[config.mk]
export PLATFORM = sky130hd
export DESIGN_NAME = rx8b10b_deserialize_flat
export DESIGN_NICKNAME = d
export VERILOG_FILES = /design/src/rtl/rx8b10b_deserialize_if.sv /design/src/rtl/rx8b10b_deserialize.sv /design/src/flat_wrapper.sv
export SDC_FILE = /design/constraint.sdc
export NUM_CORES = 1
export LEC_CHECK = 0
export CORE_UTILIZATION = 44
export CTS_CLUSTER_DIAMETER = 80
export DETAILED_ROUTE_END_ITERATION = 8
export PLACE_DENSITY_LB_ADDON = 0.25
export SYNTH_ARGS = -nofsm -noshare
export SYNTH_HDL_FRONTEND = slang
export SYNTH_SLANG_ARGS = --single-unit
[constraint.sdc]
create_clock -name clk_i -period 3.49 [get_ports clk_i]
set_input_delay 0.5235 -clock clk_i [delete_from_list [all_inputs] [get_ports clk_i]]
set_output_delay 0.5235 -clock clk_i [all_outputs]
set_load 0.01 [all_outputs]
[src/rtl/rx8b10b_deserialize_if.sv]
// Line-side and symbol-side signals of the 8b10b receive deserializer.
// RX8B10B_REALIGN_CNT_EN adds the realign_cnt_o loss-of-lock counter.
interface rx8b10b_deserialize_if;
  logic [1:0]  serial_i;
  logic        ddr_i;
  logic        in_valid_i;
  logic [19:0] parallel_o;
  logic        valid_o;
  logic        locked_o;
  logic        realign_o;
`ifdef RX8B10B_REALIGN_CNT_EN
  logic [7:0]  realign_cnt_o;

  modport slave  (input serial_i, ddr_i, in_valid_i,
                  output parallel_o, valid_o, locked_o, realign_o, realign_cnt_o);
  modport master (output serial_i, ddr_i, in_valid_i,
                  input parallel_o, valid_o, locked_o, realign_o, realign_cnt_o);
`else
  modport slave  (input serial_i, ddr_i, in_valid_i,
                  output parallel_o, valid_o, locked_o, realign_o);
  modport master (output serial_i, ddr_i, in_valid_i,
                  input parallel_o, valid_o, locked_o, realign_o);
`endif
endinterface

[src/rtl/rx8b10b_deserialize.sv]
// Comma-aligning 1/2-bit-per-cycle deserializer producing 20-bit symbol pairs.
// RX8B10B_REALIGN_CNT_EN enables the saturating LOCKED->HUNT counter.
module rx8b10b_deserialize #(
  parameter int unsigned LOSS_CNT = 4
) (
  input  logic                  clk_i,
  input  logic                  rst_i,
  rx8b10b_deserialize_if.slave  bus
);
  localparam logic [9:0] COMMA_N = 10'h0FA;
  localparam logic [9:0] COMMA_P = 10'h305;
  localparam logic [3:0] LOSS    = 4'(LOSS_CNT);

  typedef enum logic {HUNT, LOCKED} state_e;

  state_e      state_q, state_d;
  logic [20:0] hist_q, hist_d;
  logic [4:0]  bitcnt_q, bitcnt_d;
  logic [3:0]  miss_q, miss_d;
  logic [19:0] parallel_q;
  logic        valid_q, locked_q, realign_q;
  logic        cap, cap_early, realign_d, bit_v, comma;
`ifdef RX8B10B_REALIGN_CNT_EN
  logic        lost;
  logic [7:0]  realign_cnt_q;
`endif

  // Bits are walked in arrival order so a DDR cycle behaves like two SDR cycles.
  always_comb begin
    state_d   = state_q;
    hist_d    = hist_q;
    bitcnt_d  = bitcnt_q;
    miss_d    = miss_q;
    cap       = 1'b0;
    cap_early = 1'b0;
    realign_d = 1'b0;
    bit_v     = 1'b0;
    comma     = 1'b0;
`ifdef RX8B10B_REALIGN_CNT_EN
    lost      = 1'b0;
`endif
    if (bus.in_valid_i) begin
      for (int i = 0; i < 2; i++) begin
        if (i == 0 || bus.ddr_i) begin
          bit_v  = (i == 0) ? bus.serial_i[1] : bus.serial_i[0];
          hist_d = {hist_d[19:0], bit_v};
          comma  = (hist_d[9:0] == COMMA_N) || (hist_d[9:0] == COMMA_P);
          if (state_d == HUNT) begin
            if (comma) begin
              state_d   = LOCKED;
              bitcnt_d  = 5'd10;
              realign_d = 1'b1;
            end
          end else begin
            bitcnt_d = bitcnt_d + 5'd1;
            if (comma) miss_d = (bitcnt_d == 5'd10) ? 4'd0 : miss_d + 4'd1;
            if (miss_d == LOSS) begin
              state_d = HUNT;
              miss_d  = 4'd0;
`ifdef RX8B10B_REALIGN_CNT_EN
              lost    = 1'b1;
`endif
            end else if (bitcnt_d == 5'd20) begin
              bitcnt_d  = 5'd0;
              cap       = 1'b1;
              cap_early = (i == 0) && bus.ddr_i;
            end
          end
        end
      end
    end
  end

  // A pair closed on the first DDR bit sits one position higher by cycle end.
  always_ff @(posedge clk_i) begin
    if (rst_i) begin
      state_q    <= HUNT;
      hist_q     <= '0;
      bitcnt_q   <= '0;
      miss_q     <= '0;
      parallel_q <= '0;
      valid_q    <= 1'b0;
      locked_q   <= 1'b0;
      realign_q  <= 1'b0;
    end else begin
      state_q   <= state_d;
      hist_q    <= hist_d;
      bitcnt_q  <= bitcnt_d;
      miss_q    <= miss_d;
      valid_q   <= cap;
      locked_q  <= (state_d == LOCKED);
      realign_q <= realign_d;
      if (cap) parallel_q <= cap_early ? hist_d[20:1] : hist_d[19:0];
    end
  end

`ifdef RX8B10B_REALIGN_CNT_EN
  always_ff @(posedge clk_i) begin
    if (rst_i)                            realign_cnt_q <= '0;
    else if (lost && realign_cnt_q != '1) realign_cnt_q <= realign_cnt_q + 8'd1;
  end
  assign bus.realign_cnt_o = realign_cnt_q;
`endif

  assign bus.parallel_o = parallel_q;
  assign bus.valid_o    = valid_q;
  assign bus.locked_o   = locked_q;
  assign bus.realign_o  = realign_q;
endmodule

[src/flat_wrapper.sv]
// flat-port wrapper written by rule: the top's interface ports become plain ports
module rx8b10b_deserialize_flat 
#(
  parameter int unsigned LOSS_CNT = 4
)
  (clk_i, rst_i, bus_serial_i, bus_ddr_i, bus_in_valid_i, bus_parallel_o, bus_valid_o, bus_locked_o, bus_realign_o);
  rx8b10b_deserialize_if bus_i ();
  input  logic clk_i;
  input  logic rst_i;
  input wire logic [$bits(bus_i.serial_i)-1:0] bus_serial_i;
  input wire logic [$bits(bus_i.ddr_i)-1:0] bus_ddr_i;
  input wire logic [$bits(bus_i.in_valid_i)-1:0] bus_in_valid_i;
  output wire logic [$bits(bus_i.parallel_o)-1:0] bus_parallel_o;
  output wire logic [$bits(bus_i.valid_o)-1:0] bus_valid_o;
  output wire logic [$bits(bus_i.locked_o)-1:0] bus_locked_o;
  output wire logic [$bits(bus_i.realign_o)-1:0] bus_realign_o;
  assign bus_i.serial_i = bus_serial_i;
  assign bus_i.ddr_i = bus_ddr_i;
  assign bus_i.in_valid_i = bus_in_valid_i;
  assign bus_parallel_o = bus_i.parallel_o;
  assign bus_valid_o = bus_i.valid_o;
  assign bus_locked_o = bus_i.locked_o;
  assign bus_realign_o = bus_i.realign_o;
  rx8b10b_deserialize #(.LOSS_CNT(LOSS_CNT)) u_core (.clk_i(clk_i), .rst_i(rst_i), .bus(bus_i));
endmodule
==> impl_results.md <==
- Worst hold slack: 534.0 ps
- Die Y: between 90 and 100 µm
- Reg-to-Reg Start: u_core.hist_q[1]$_SDFF_PP0_
- Full die area: around 8100 µm²
- Initial DRC count: 125
- Slowest CP cell: or3_4
- Register-to-Register Setup Slack: -170 ps
- Ys flop type: dfxtp_1
- Worst rel slew slack: 0.3716
- Post-DR vias/cell: 5.548
- RePlAce Congestion: roughly 0.8
- Cell area after layout: slightly below 5000 µm²
- NumNets Final: 505
- Synth cell types: 70
- CTS Hold Bufs: 0
- Hold Path Cell Cnt: 2
- Core Region: about 7400 µm²
- Overflow left after global routing: 0
- DP Area: ~4200 µm²
- Status: finished, violations left
- WHS Endpoint: u_core.bus.parallel_o[16]$_SDFFE_PP0P_
- Number of top-level pins: 29
- Layout Skew: 8.489 ps
- Yosys reg bits: 53
- Fin cells: around 600
- CTS buffer count: 5
- Hpwl dp: 5865 µm
- Worst-path clk slew: 110 ps
- RSZ-0062 raised after global routing: yes
- Fraction of registers with async set/reset: 0
- Fin. max-slew vios: 0
- Crit-path cells: and4bb_4 > nor4b_4 > or2_4 > or3_4 > and3_4 > o41ai_4 > ha_2 > inv_2 > or3_4 > nor3_4 > nand3b_1 > a21oi_4 > buf_6 > buf_6 > buf_12 > nor2_2 > a211oi_2
- Maximum vdd ir drop: 0.0002584 V
- Crit share post-route: 1.049
- Mean area per synthesized cell: about 8.5 µm²
- Most instantiated library cell after synthesis: nor2_1
- DR vias: approximately 3,300
- Number of synthesized flops with an enable pin: 0
- Setup crit start kind: flop
- CTS tree: yes
- CP Data Arrival Time: approximately 4000 ps
- Failing checks: negative setup slack
- Initial antenna violation count: 0
- Number of global-route vias before repair: roughly 3,300
- Yosys top cell by area: dfxtp_1
- Num rows: 31
- Worst Hold Class: flop to flop
- Layout cells sized above 1: 0.4028
- H-tree depth: 2
- Pwr/cell area: approximately 290 nW/µm²
- Per-cell routed wire length: between 15 and 20 µm
- Top fanout value on the critical path: 5
- Mapped cell area: 3423 µm²
- Clk sinks: between 50 and 60
- Final setup vio count: 21
- Worst reg-to-reg path cell count: 17
- Port bufs: 28
- Top cells by count, synth: nor2_1 (64), dfxtp_1 (53), nand2_1 (38)
- Fill cells: a little under 600
- Area Overhead vs Synth: 42.07%
- Pre-antenna DRT Iters: 4
- Worst Path Class, Setup: flop to flop
- CTS Buffer Depth: 2
- Residual DRC: 0
- Cells after DPL: ~560
- Reg2reg end: u_core.bus.parallel_o[5]$_SDFFE_PP0P_
- Hold Violations, Final: 0
- Root Driver: clkbuf_8
- Final wirelength: 9474 µm
- DRT antenna net count: 0
- Placement Setup Slack: -845.2 ps
- Max_cap viols: 0
- Sequential share of the synthesized area: 0.3099
- Largest net degree at the start of global routing: 44
- Setup Total Neg Slack: -2965 ps
- Starting Density: 0.4645
- GRT Total Usage: 0.2315
- Final worst slack: -171.7 ps
- Hold_sp: u_core.bus.parallel_o[16]$_SDFFE_PP0P_
- Leading post-synthesis cells by cell area: dfxtp_1 (31%), a211oi_2 (7.7%), mux2i_1 (7.3%), nor2_1 (7.0%), mux2_2 (6.3%)
- CP Capture Type: flop
- Yosys top cell area share: 0.3099
- Required @ worst endpoint: 3720 ps
- Yosys warns: 0
- Maximum clock frequency: ~0.27 GHz
- # diodes: 0
- Global-route wire length before repair: about 15,000 µm
- Cell count after synthesis: between 400 and 500
- Final worst path period need: 3662 ps
- Worst-Skew Late Latency: ~310 ps
- Chip width: about 90 µm
- Syn nets: between 400 and 500
- Leakage: approximately 0.0019 µW
- Worst slew pin tran: between 900 and 1000 ps
- CP peak stage delay: about 370 ps
critical path, delay by kind of cell, from the launching register on:
kind            cells  cell delay (ps)
flops               1              350
buf+inv             4              410
fa+ha+maj           1              260
compound gates      3              680
simple gates        9             1860
routing by layer:
layer / part of all wire / vias up / wire length, µm / GRT usage
met3: 0.031 / 10 / 293 / 0.02876
li1: - / 1641 / - / -
met1: 0.44 / 1562 / 4174 / 0.2798
met4: 0.015 / 0 / 145 / 0.07527
met5: 0 / - / 0 / 0
met2: 0.51 / 77 / 4861 / 0.4218
cell usage in the layout, fill, tap and decap left out, types with 3 or more instances in the layout:
cell type,synthesis,final
buf_16,0,6
clkdlybuf4s50_1,0,25
inv_1,7,5
nor2_2,1,8
nor3b_1,3,3
nor2_4,0,10
and3_1,6,4
a211oi_2,21,21
buf_6,1,5
nand3b_1,3,3
nand2_1,38,37
buf_4,2,70
dfxtp_2,0,6
nor3_1,6,6
mux2i_1,25,24
clkbuf_8,0,5
mux2_2,19,19
buf_12,0,3
nor2_1,64,47
nand2b_1,5,5
a211oi_1,4,4
ha_2,0,3
and3_4,1,3
a21oi_1,11,10
o31ai_1,4,4
ha_1,6,3
nand4_1,3,3
nand3_1,8,6
o21ai_0,27,27
buf_2,5,3
a21o_1,3,3
dfxtp_1,53,44
dfxtp_4,0,3
cell type report:
class / count / area [µm²] / share of cell area
clock inverter: 3 / 47.55 / 0.009776
multi-input combinational: 314 / 2445 / 0.5027
timing repair buffer: 112 / 1072 / 0.2205
clock buffer: 5 / 68.82 / 0.01415
tap: 99 / 123.9 / 0.02547
inverter: 7 / 26.28 / 0.005403
sequential: 53 / 1080 / 0.2220
timing repair:
item                                    CTS  global route
pin swaps                                 9            14
buffers inserted                         12             5
gates cloned                              6             0
endpoints found under the setup margin   29            29
resized for setup                        37            41
report_power, final:
| part | switching [µW] | internal (µW) |
|---|---|---|
| combinational | 165 | 151 |
| clock | 228 | 220 |
| sequential | 26.0 | 630 |
state kept, by name, indices dropped and copies added, names as in the netlist:
register	flops
u_core.bitcnt_q	5
u_core.bus.parallel_o	20
u_core.bus.realign_o	1
u_core.bus.valid_o	1
u_core.hist_q	21
u_core.miss_q	4
u_core.state_q	1
through the flow:
step / total power [µW] / utilization
final: 1419 / 0.6599
after global routing: 1483 / 0.6599
after CTS: 1404 / 0.6368
after detailed placement: 945.9 / 0.5699
after global placement: 937.4 / 0.5699
after floorplan: 844.9 / -
cell families after synthesis:
logic type	Yosys count	synth area share
XOR/XNOR	2	0.005118
multiplexers	44	0.1356
adder cells (fa/ha/maj)	6	0.02193
AO/OA/AOI/OAI	106	0.2573
flip-flops	53	0.3099
AND/OR/NAND/NOR	156	0.2266
buffers and inverters	34	0.04349
worst max-delay path by stage:
| stage | from | to | slack (ps) | depth (start not counted) |
|---|---|---|---|---|
| floorplan | bus_serial_i[1] | u_core.bus.parallel_o[19]$_SDFFE_PP0P_ | -250 | 16 |
| global placement | bus_serial_i[1] | u_core.bus.parallel_o[8]$_SDFFE_PP0P_ | -750 | 17 |
| detailed placement | bus_serial_i[1] | u_core.bus.parallel_o[5]$_SDFFE_PP0P_ | -850 | 16 |
| CTS | u_core.hist_q[1]$_SDFF_PP0_ | u_core.bus.parallel_o[14]$_SDFFE_PP0P_ | -100 | 19 |
| global route | u_core.hist_q[1]$_SDFF_PP0_ | u_core.bus.parallel_o[1]$_SDFFE_PP0P_ | -320 | 17 |
| finish | u_core.hist_q[1]$_SDFF_PP0_ | u_core.bus.parallel_o[5]$_SDFFE_PP0P_ | -170 | 17 |
(Power assumes the default switching activity.)
